[config.mk]
export PLATFORM = sky130hd
export DESIGN_NAME = mul_burst_accumulator
export DESIGN_NICKNAME = d
export VERILOG_FILES = /design/src/rtl/mul_burst_accumulator.sv
export SDC_FILE = /design/constraint.sdc
export NUM_CORES = 1
export LEC_CHECK = 0
export ABC_AREA = 1
export BUFFER_PORTS_ARGS = -buffer_cell sky130_fd_sc_hd__buf_4
export CAP_MARGIN = 30
export CORE_ASPECT_RATIO = 1.4
export CORE_MARGIN = 5
export CORE_UTILIZATION = 30
export DETAILED_ROUTE_END_ITERATION = 10
export SYNTH_ARGS = -nofsm -noshare
export SYNTH_HDL_FRONTEND = slang
export SYNTH_SLANG_ARGS = --single-unit
[constraint.sdc]
create_clock -name clk -period 1.6 [get_ports clk]
set_input_delay 0.16 -clock clk [delete_from_list [all_inputs] [get_ports clk]]
set_output_delay 0.16 -clock clk [all_outputs]
set_load 0.01 [all_outputs]
[src/rtl/mul_burst_accumulator.sv]
// Purpose: sums BURST consecutive multiplier products into a saturating accumulator and presents each burst sum downstream.
// Latency: out_valid rises the cycle after the final beat of a burst is accepted; acc_out already includes that beat.
// Backpressure: in_ready drops while a result is held; the hold lasts as long as out_ready stays low, and no beat is lost.
module mul_burst_accumulator #(
    parameter int PROD_W = 7,   // product width (3-bit x 4-bit unsigned)
    parameter int ACC_W  = 10,  // accumulator width, must be >= PROD_W
    parameter int BURST  = 4,   // products per result, must be >= 1
    parameter int CNT_W  = 2    // beat counter width, >= max(1, clog2(BURST))
) (
    input  logic              clk,
    input  logic              rst_n,
    input  logic              in_valid,
    output logic              in_ready,
    input  logic [PROD_W-1:0] prod,
    input  logic              clear,
    output logic              out_valid,
    input  logic              out_ready,
    output logic [ACC_W-1:0]  acc_out,
    output logic              sat,
    output logic [CNT_W-1:0]  beat_cnt
);

    // ACC collects beats; HOLD presents a finished sum until it is taken.
    typedef enum logic {
        ST_ACC  = 1'b0,
        ST_HOLD = 1'b1
    } state_t;

    localparam logic [CNT_W-1:0] LAST_BEAT = CNT_W'(BURST - 1);
    localparam logic [ACC_W-1:0] ACC_MAX   = '1;
    localparam int               EXT_W     = ACC_W + 1 - PROD_W;

    state_t             state_q;
    logic [ACC_W-1:0]   acc_q;
    logic [ACC_W-1:0]   acc_d;
    logic               sat_q;
    logic               sat_d;
    logic [CNT_W-1:0]   cnt_q;
    logic [ACC_W:0]     sum_w;
    logic               last_beat;

    // The final beat is recognised from the registered count, so BURST=1
    // sends every beat straight to HOLD.
    assign last_beat = (cnt_q == LAST_BEAT);

    // Candidate accumulate result: one guard bit catches overflow, which
    // clamps to all-ones. Once all-ones, any further add overflows or adds
    // zero, so the clamp is naturally sticky for the rest of the burst.
    // prod only reaches state through the accept branch below.
    always_comb begin
        sum_w = {1'b0, acc_q} + {{EXT_W{1'b0}}, prod};
        acc_d = sum_w[ACC_W-1:0];
        sat_d = sat_q;
        if (sum_w[ACC_W]) begin
            acc_d = ACC_MAX;
            sat_d = 1'b1;
        end
    end

    // Burst FSM with its datapath registers; clear overrides everything but reset.
    always_ff @(posedge clk or negedge rst_n) begin
        if (!rst_n) begin
            state_q <= ST_ACC;
            acc_q   <= '0;
            sat_q   <= 1'b0;
            cnt_q   <= '0;
        end else if (clear) begin
            // Abort: any partial or held result is dropped, including a beat
            // that happens to handshake this cycle.
            state_q <= ST_ACC;
            acc_q   <= '0;
            sat_q   <= 1'b0;
            cnt_q   <= '0;
        end else begin
            unique case (state_q)
                ST_ACC: begin
                    if (in_valid) begin
                        acc_q <= acc_d;
                        sat_q <= sat_d;
                        if (last_beat) begin
                            cnt_q   <= '0;
                            state_q <= ST_HOLD;
                        end else begin
                            cnt_q <= cnt_q + CNT_W'(1);
                        end
                    end
                end
                ST_HOLD: begin
                    // Result leaves and the accumulator restarts on the same edge,
                    // so the only bubble per burst is the hold cycle itself.
                    if (out_ready) begin
                        state_q <= ST_ACC;
                        acc_q   <= '0;
                        sat_q   <= 1'b0;
                    end
                end
                default: begin
                    state_q <= ST_ACC;
                end
            endcase
        end
    end

    // Handshake outputs are pure decodes of registered state: no path from
    // in_valid or out_ready to in_ready or out_valid.
    assign in_ready  = (state_q == ST_ACC);
    assign out_valid = (state_q == ST_HOLD);
    assign acc_out   = acc_q;
    assign sat       = sat_q;
    assign beat_cnt  = cnt_q;

endmodule
==> run_results.csv, run 1 <==
group,metric,value,unit
outcome,status,"finished, violations left",
outcome,violations,"negative setup slack",
worst_setup_path,crit_chain,"ha_4 -> fa_2 -> nand2_4 -> nand3_4 -> nand2_4 -> o21ai_4 -> buf_4 -> a21oi_2 -> o21ai_1",
power,p_sw_frac,0.3297,
power,power_leakage,0.9285,nW
clock_network,cts.sinks,14,
yosys,ys_ff_latch,14,
floorplan,initial_core_util,0.3145,
worst_setup_path,cpMostUsedCell,"nand2_4",
sta,fin_crit,1.730,ns
drt,drc,0,
clock_network,cts_root_buffer,"clkbuf_8",
yosys,ys_types,25,
sta,worst_pin_slew,0.2682,ns
worst_setup_path,crit_path_top_delay_cell,"dfrtp_1",
worst_setup_path,critPathMaxFanout,5,
place,gp_congestion,0.8989,
global_routing,use_met2,0.2154,
worst_setup_path,critical_path_class,"reg2reg",
global_routing,grt_pass1_vias,1107,
worst_setup_path,critPathLaunchType,"flop",
yosys,synth.top_cell.area_share,0.3267,
yosys,yosys.area.top_type,"dfrtp_1",
power,p_int,0.8132,mW
sta,rsz0062_at_grt,"yes",
power,p_seq_frac,0.334,
drt,ant_nets,0,
layout,layout.nets,221,
place,preCtsSetupSlack,-0.1164,ns
worst_setup_path,reg2regPathDepth,9,
floorplan,die_h,80.74,um
sta,clock_skew,0.006196,ns
sta,tns,-1.024,ns
floorplan,rows,25,
global_routing,grt.overflow.total,0,
drt,routed_wl,2.838,mm
place,hpwl,2.173,mm
sta,finalHoldViolCount,0,
yosys,mappedNetlistArea,1072,um^2
global_routing,grt_usage,0.1276,
drt,drtPass1Iterations,4,
worst_setup_path,max_stage_delay,0.41,ns
min_path,holdPathStages,3,
yosys,syn-num-nets,172,
sta,layout_setup_ws,-0.1299,ns
floorplan,ios,27,
sta,period_share,1.081,
global_routing,grt_start_max_net_pins,15,
power,power_density,781.4,nW/um^2
drt,viasPerCell,4.540,
yosys,synth-warning-count,0,
clock_network,path_clk_slew,0.07,ns
sta,setup_violations,11,
drt,wl_per_cell,11.87,um
worst_setup_path,cp-end-kind,"flop",
clock_network,cts_tree,"yes",
layout,final_cell_area,1553,um^2
global_routing,antenna_found_initial,0,
yosys,synthTopCellsByArea,"dfrtp_1, nand2_1, ha_1",
global_routing,grtUsageMet3,0.02862,
layout,drive_above_1_share,0.3166,
global_routing,top_usage_layer,"met2",
global_routing,grt_use_met1,0.1448,
worst_setup_path,worstSetupStartpoint,"acc_out[0]",
floorplan,fp.dieArea,4887,um^2
place,port_buffers,26,
layout,area_delta_synth_final,44.81,%
min_path,min_path_type,"in2reg",
yosys,synth_area_per_cell,7.101,um^2
power,power_switching,0.4000,mW
sta,fmax,0.5781,GHz
layout,diodes,0,
layout,postLayoutCoreUtil,0.4554,
floorplan,die_w,60.53,um
clock_network,ctsHtreeMaxLevel,1,
clock_network,cts.path.max_buffers,2,
sta,slew_headroom,0.8207,
worst_setup_path,cp.required,1.74,ns
flow_run,drv_cap,0,
clock_network,numCtsBuffers,3,
place,place_area,1416,um^2
power,comb_power_share,0.369,
yosys,syn_inst,151,
worst_setup_path,reg2reg_setup_slack,-0.13,ns
yosys,ys_seq_area_frac,0.3267,
drt,vias,1085,
worst_setup_path,arrival,1.87,ns
drt,drtIter0Drc,15,
power,ir_worst_vdd,0.0005676,V
power,clkPwrFrac,0.298,
power,power.total,1.213,mW
global_routing,grt_pass1_wl,4.692,mm
min_path,hp-start,"clear",
clock_network,clk_latency,0.25,ns
floorplan,coreArea,3410,um^2
sta,maxSlewViolCount,0,
worst_setup_path,r2r-start,"acc_out[0]",
routing by layer:
metal	up-vias	part of all wire
met5	-	0
met3	5	0.046
li1	566	-
met4	0	0.019
met1	491	0.42
met2	23	0.52
through the flow:
| step | hold WS (ns) | std cells |
|---|---|---|
| detailed placement | 0.02489 | 229 |
| global route | 0.1779 | 239 |
| global placement | 0.02431 | 229 |
| CTS | 0.1526 | 235 |
| finish | 0.1557 | 239 |
| floorplan | -0.1356 | 151 |
synth_stat cells (all sizes together):
| cell type | count |
|---|---|
| nand3 | 15 |
| nand4 | 1 |
| nand3b | 1 |
| o21bai | 1 |
| ha | 8 |
| clkbuf | 1 |
| clkinv | 2 |
| a21oi | 4 |
| o21a | 1 |
| dfrtp | 14 |
| nor2 | 5 |
| a21boi | 1 |
| o21ai | 8 |
| nand2 | 61 |
| o211ai | 1 |
| xor2 | 3 |
| fa | 1 |
| inv | 23 |
worst max-delay path, delay by kind of cell, from the launching register on:
kind                     cells  cell delay [ns]
AND/OR/NAND/NOR              3             0.23
flip-flops                   1             0.41
AO/OA/AOI/OAI                3             0.28
adder cells (fa/ha/maj)      2             0.54
buffers and inverters        1             0.15
cell type report:
class	instances	area, um^2
fill	353	1857
multi-input combinational	111	663.1
sequential	14	350.3
timing repair buffer	45	340.3
inverter	25	93.84
clock buffer	4	55.05
tap	40	50.05
logic make-up after synthesis:
kind of cell,Yosys count,synth area share
simple gates,83,0.3442
buf+inv,26,0.09101
compound gates,16,0.1015
flops,14,0.3267
fa+ha+maj,9,0.1120
xor+xnor,3,0.02451
cells in the final DEF (no fill, tap or decap), types with 2 or more instances in the layout:
cell type / n
nand2_1: 56
buf_4: 44
clkinv_1: 2
nand3_1: 12
ha_1: 7
a21oi_1: 3
o21ai_0: 4
nand3_2: 2
nand2_2: 2
nand2_4: 3
clkbuf_8: 4
xor2_1: 3
nor2_1: 4
dfrtp_1: 14
inv_1: 23
o21ai_1: 2
power groups by stage:
stage / logic, mW / registers, mW / clock network, mW
floorplan: 0.217 / 0.428 / 0
global placement: 0.413 / 0.410 / 0
detailed placement: 0.415 / 0.411 / 0
CTS: 0.422 / 0.405 / 0.364
global route: 0.504 / 0.410 / 0.376
finish: 0.447 / 0.405 / 0.361
flip-flops by register name (all words and copies together) (netlist names):
name / count
acc_out: 10
beat_cnt: 2
out_valid: 1
sat: 1
repair_timing:
action                                  4_1_cts  5_1_grt
hold buffers                                  1        0
endpoints found under the setup margin       11       11
buffers inserted                              1        4
pin swaps                                     2        3
resized for setup                             0        6
endpoints found under the hold margin        14        0
path summary, 6_finish.rpt:
kind	end
max in group asynchronous	acc_out[5]
max	acc_out[0]
min	sat
max reg2reg	acc_out[0]
min in group asynchronous	acc_out[1]
min reg2reg	sat
Note: power is estimated with default switching activity, not from simulation.
==> run 2: changes to the inputs <==
--- a/config.mk
+++ b/config.mk
@@ -12,6 +12,7 @@
 export CORE_MARGIN = 5
 export CORE_UTILIZATION = 30
 export DETAILED_ROUTE_END_ITERATION = 10
+export SETUP_SLACK_MARGIN = 0.5
 export SYNTH_ARGS = -nofsm -noshare
 export SYNTH_HDL_FRONTEND = slang
 export SYNTH_SLANG_ARGS = --single-unit
==> run 2 against run 1 <==
Net effect:
- the flow still finishes with violations (negative setup slack)
- total power fell by 1.1%
- final area rose by 0.81%
- worst hold slack improved by 0.0038 ns
==> run_results.csv, run 2 (synthesis gave the netlist of run 1 again) <==
group,metric,value,unit
outcome,status,"finished, violations left",
outcome,violations,"negative setup slack",
sta,slew_headroom,0.8397,
sta,clock_skew,0.001843,ns
floorplan,coreArea,3410,um^2
layout,final_cell_mix,"nand2_1, buf_4, inv_1",
clock_network,path_clk_slew,0.06,ns
clock_network,cts_root_buffer,"clkbuf_8",
layout,drive_above_1_share,0.3283,
clock_network,clk_latency,0.25,ns
worst_setup_path,critical_path_class,"reg2reg",
clock_network,numCtsBuffers,3,
worst_setup_path,cp.required,1.74,ns
floorplan,fp.dieArea,4887,um^2
layout,layout_commonest_cell,"nand2_1",
worst_setup_path,cp-end-kind,"flop",
place,gp_congestion,0.8405,
place,hpwl,2.076,mm
layout,diodes,0,
clock_network,ctsHtreeMaxLevel,1,
min_path,min_path_type,"in2reg",
global_routing,antenna_found_initial,0,
sta,fmax,0.5706,GHz
drt,ant_nets,0,
place,port_buffers,26,
sta,finalHoldViolCount,0,
clock_network,cts_tree,"yes",
sta,setup_violations,11,
drt,drtIter0Drc,14,
worst_setup_path,reg2reg_setup_slack,-0.15,ns
global_routing,grt.overflow.total,0,
drt,vias,1087,
floorplan,rows,25,
global_routing,grt_pass1_vias,1113,
clock_network,cts.sinks,14,
power,power.total,1.199,mW
global_routing,grt_start_max_net_pins,15,
floorplan,ios,27,
floorplan,die_w,60.53,um
layout,layout.nets,220,
drt,drtPass1Iterations,4,
place,dp.cells,226,
drt,viasPerCell,4.567,
sta,layout_setup_ws,-0.1526,ns
drt,wl_per_cell,11.52,um
sta,maxSlewViolCount,0,
power,power_leakage,0.9220,nW
power,ir_worst_vdd,0.0006452,V
layout,area_delta_synth_final,45.97,%
worst_setup_path,critPathMaxFanout,8,
global_routing,grt_pass1_wl,4.540,mm
sta,rsz0062_at_grt,"yes",
drt,drc,0,
drt,routed_wl,2.741,mm
power,power_density,766.2,nW/um^2
global_routing,grt_usage,0.1217,
floorplan,die_h,80.74,um
sta,fin_crit,1.753,ns
sta,period_share,1.095,
layout,n_fill_cell,352,
sta,whs,0.1595,ns
floorplan,initial_core_util,0.3145,
layout,largest_reg_flops,10,
flow_run,drv_cap,0,
worst_setup_path,arrival,1.89,ns
worst_setup_path,critPathLaunchType,"flop",
layout,fin_cells,238,
clock_network,cts.path.max_buffers,2,
sta,worst_pin_slew,0.2399,ns
layout,postLayoutCoreUtil,0.4591,
==> run 2: worst paths after layout <==
path / from / endpoint / cells past startpoint
worst max-delay path: acc_out[0] / sat / 9
worst min-delay path: clear / sat / 3
worst max register to register: acc_out[0] / sat / 9
worst min register to register: sat / sat / 1
max in group asynchronous: rst_n / out_valid / 2
min in group asynchronous: rst_n / beat_cnt[1] / 2
==> run 2: layout make-up <==
cell class | instances | area (um^2) | share of cell area
clock buffer | 4 | 55.05 | 0.03517
tap | 40 | 50.05 | 0.03197
inverter | 25 | 98.84 | 0.06315
sequential | 14 | 351.6 | 0.2246
timing repair buffer | 43 | 344.1 | 0.2198
multi-input combinational | 111 | 660.6 | 0.4221
timing repair inverter | 1 | 5.005 | 0.003197
==> run 2: stage by stage <==
| step | worst slack, ns | area, um^2 | setup TNS, ns |
|---|---|---|---|
| floorplan | -0.08283 | 1077 | -0.4258 |
| detailed placement | -0.1307 | 1394 | -1.070 |
| global route | -0.2301 | 1565 | -2.278 |
| finish | -0.1526 | 1565 | -1.286 |
| global placement | -0.08440 | 1394 | -0.6479 |
| CTS | -0.1281 | 1508 | -0.9896 |
==> run 2: where the power goes <==
group	leakage (nW)	switching, mW	internal (mW)	total (mW)
clock	0.0288	0.130	0.218	0.348
combinational	0.706	0.228	0.215	0.443
sequential	0.188	0.0249	0.383	0.408
total	0.922	0.383	0.817	1.20
==> run 2: what timing repair did <==
action,4_1_cts,5_1_grt
pin swaps,6,6
resized for setup,6,8
hold endpoints to repair,14,0
hold buffers,1,0
endpoints found under the setup margin,14,16
buffers inserted,3,3
gates cloned,0,1
==> run 2: critical path, stage by stage (launching register included) <==
cell	delay (ns)
dfrtp_1	0.41
ha_4	0.18
fa_2	0.35
nand2_2	0.11
nand3_4	0.09
nand2_4	0.08
o21ai_4	0.09
nand2_4	0.15
nor2_2	0.04
o21a_1	0.16
==> run 2: layer usage <==
metal  up-vias  GRT usage  routed length (um)
met4         0    0.03254                  26
met3         4    0.02862                 148
met2        20     0.2273                1440
met5         -          0                   0
li1        569          -                   -
met1       494     0.1337                1126
==> run 3: changes to the inputs <==
--- a/config.mk
+++ b/config.mk
@@ -12,6 +12,8 @@
 export CORE_MARGIN = 5
 export CORE_UTILIZATION = 30
 export DETAILED_ROUTE_END_ITERATION = 10
+export HOLD_SLACK_MARGIN = 0.05
+export REMOVE_ABC_BUFFERS = 1
 export SETUP_SLACK_MARGIN = 0.5
 export SYNTH_ARGS = -nofsm -noshare
 export SYNTH_HDL_FRONTEND = slang
==> run 3 against run 2 <==
Net effect:
- cell count fell by 1.3%
- clock skew rose by 0.0049 ns
- the run still ends with negative setup slack left
- via count fell by 2.4%
- critical endpoint unchanged
- sequential share of layout area rose by 0.32 points
- maximum frequency rose by 2.6%
- total power rose by 0.38%
==> run_results.csv, run 3 (synthesis gave the netlist of run 1 again) <==
group,metric,value,unit
outcome,status,"finished, violations left",
outcome,violations,"negative setup slack",
layout,layout_commonest_cell,"nand2_1",
worst_setup_path,critPathMaxFanout,8,
sta,fmax,0.5853,GHz
clock_network,ctsHtreeMaxLevel,1,
min_path,hold_end,"sat",
sta,clock_skew,0.006776,ns
layout,layout.nets,217,
global_routing,antenna_found_initial,0,
sta,fin_crit,1.709,ns
drt,drc,0,
power,ir_worst_vdd,0.0004969,V
drt,wl_per_cell,11.34,um
clock_network,cts.path.max_buffers,2,
worst_setup_path,reg2reg_setup_slack,-0.11,ns
global_routing,grt_pass1_wl,4.698,mm
sta,rsz0062_at_grt,"yes",
sta,maxSlewViolCount,0,
place,preCtsSetupSlack,-0.1936,ns
layout,diodes,0,
layout,final_cell_area,1538,um^2
worst_setup_path,cp-end-kind,"flop",
place,gp_congestion,0.8205,
drt,vias,1061,
sta,worst_pin_slew,0.2384,ns
drt,viasPerCell,4.515,
sta,period_share,1.068,
worst_setup_path,cp.required,1.74,ns
floorplan,die_w,60.53,um
clock_network,path_clk_slew,0.07,ns
sta,tns,-0.7987,ns
drt,routed_wl,2.666,mm
floorplan,rows,25,
worst_setup_path,arrival,1.85,ns
global_routing,grt_usage,0.1262,
min_path,min_path_type,"in2reg",
clock_network,cts.sinks,14,
clock_network,numCtsBuffers,3,
place,hpwl,2.161,mm
power,power_density,782.9,nW/um^2
global_routing,grt.overflow.total,0,
worst_setup_path,r2r-end,"sat",
sta,slew_headroom,0.8394,
clock_network,clk_latency,0.25,ns
layout,final_cell_mix,"nand2_1, buf_4, inv_1",
min_path,holdPathStages,3,
sta,finalHoldViolCount,0,
min_path,hp-start,"clear",
layout,largest_reg_flops,10,
layout,area_delta_synth_final,43.41,%
sta,whs,0.1620,ns
power,power_leakage,0.9143,nW
clock_network,cts_tree,"yes",
place,port_buffers,26,
sta,setup_violations,10,
flow_run,drv_cap,0,
floorplan,coreArea,3410,um^2
worst_setup_path,critical_path_class,"reg2reg",
floorplan,die_h,80.74,um
worst_setup_path,r2r-start,"acc_out[0]",
sta,layout_setup_ws,-0.1086,ns
place,place_area,1404,um^2
drt,drtIter0Drc,17,
layout,postLayoutCoreUtil,0.4510,
global_routing,grt_pass1_vias,1101,
global_routing,grt_start_max_net_pins,15,
floorplan,initial_core_util,0.3145,
layout,drive_above_1_share,0.3026,
drt,drtPass1Iterations,4,
worst_setup_path,reg2regPathDepth,9,
worst_setup_path,critPathLaunchType,"flop",
clock_network,cts_root_buffer,"clkbuf_8",
floorplan,fp.dieArea,4887,um^2
floorplan,ios,27,
drt,ant_nets,0,
==> run 3: cell count changes in the layout (fill, tap and decap cells not counted), moves of 2 or more <==
cell / change
nand2_2: -2
buf_6: +3
buf_4: -5
nand2_1: +2
==> run 3: area by class of cell <==
cell class | count | area (um^2)
fill | 364 | 1872
multi-input combinational | 111 | 646.9
sequential | 14 | 350.3
timing repair buffer | 41 | 340.3
inverter | 25 | 95.09
clock buffer | 4 | 55.05
tap | 40 | 50.05
==> run 3: worst max path at each step <==
stage | from | end | cells past startpoint | slack, ns
after floorplan | acc_out[0] | sat | 9 | -0.17
after global placement | acc_out[0] | sat | 9 | -0.15
after detailed placement | acc_out[0] | sat | 9 | -0.19
after CTS | acc_out[0] | sat | 9 | -0.13
after global routing | acc_out[0] | acc_out[9] | 10 | -0.23
final | acc_out[0] | sat | 9 | -0.11
==> run 3: routing by layer <==
metal	up-vias	GRT usage	routed length, um
li1	564	-	-
met1	474	0.1555	1143
met2	19	0.2175	1388
met3	4	0.02226	102
met4	0	0.04338	31
met5	-	0	0
==> run 3: metrics by stage <==
step           cells  power [mW]
6_report         235       1.204
5_1_grt          235       1.301
4_1_cts          234       1.194
3_5_place_dp     228      0.8185
3_3_place_gp     228      0.8169
2_1_floorplan    150      0.6413
==> run 3: report_power, final <==
part | total (mW) | internal, mW | switching (mW) | leakage [nW]
logic | 0.444 | 0.214 | 0.230 | 0.696
clock network | 0.356 | 0.218 | 0.138 | 0.0288
registers | 0.404 | 0.383 | 0.0211 | 0.189
total | 1.20 | 0.815 | 0.389 | 0.914
==> run 3: timing repair <==
item / 4_1_cts / 5_1_grt
setup buffers: 1 / 1
resized for setup: 7 / 7
hold buffers: 1 / 0
endpoints found under the hold margin: 14 / 0
gates cloned: 0 / 0
setup endpoints to repair: 14 / 18
pin swaps: 4 / 4
==> run 3: critical path, stage by stage (launching register included) <==
cell and delay (ns):
dfrtp_1 0.39, ha_2 0.19, fa_2 0.35, nand2_2 0.10, nand3_4 0.08, nand2_4 0.08
o21ai_4 0.08, nand2_4 0.13, nor2_2 0.04, o21a_1 0.16
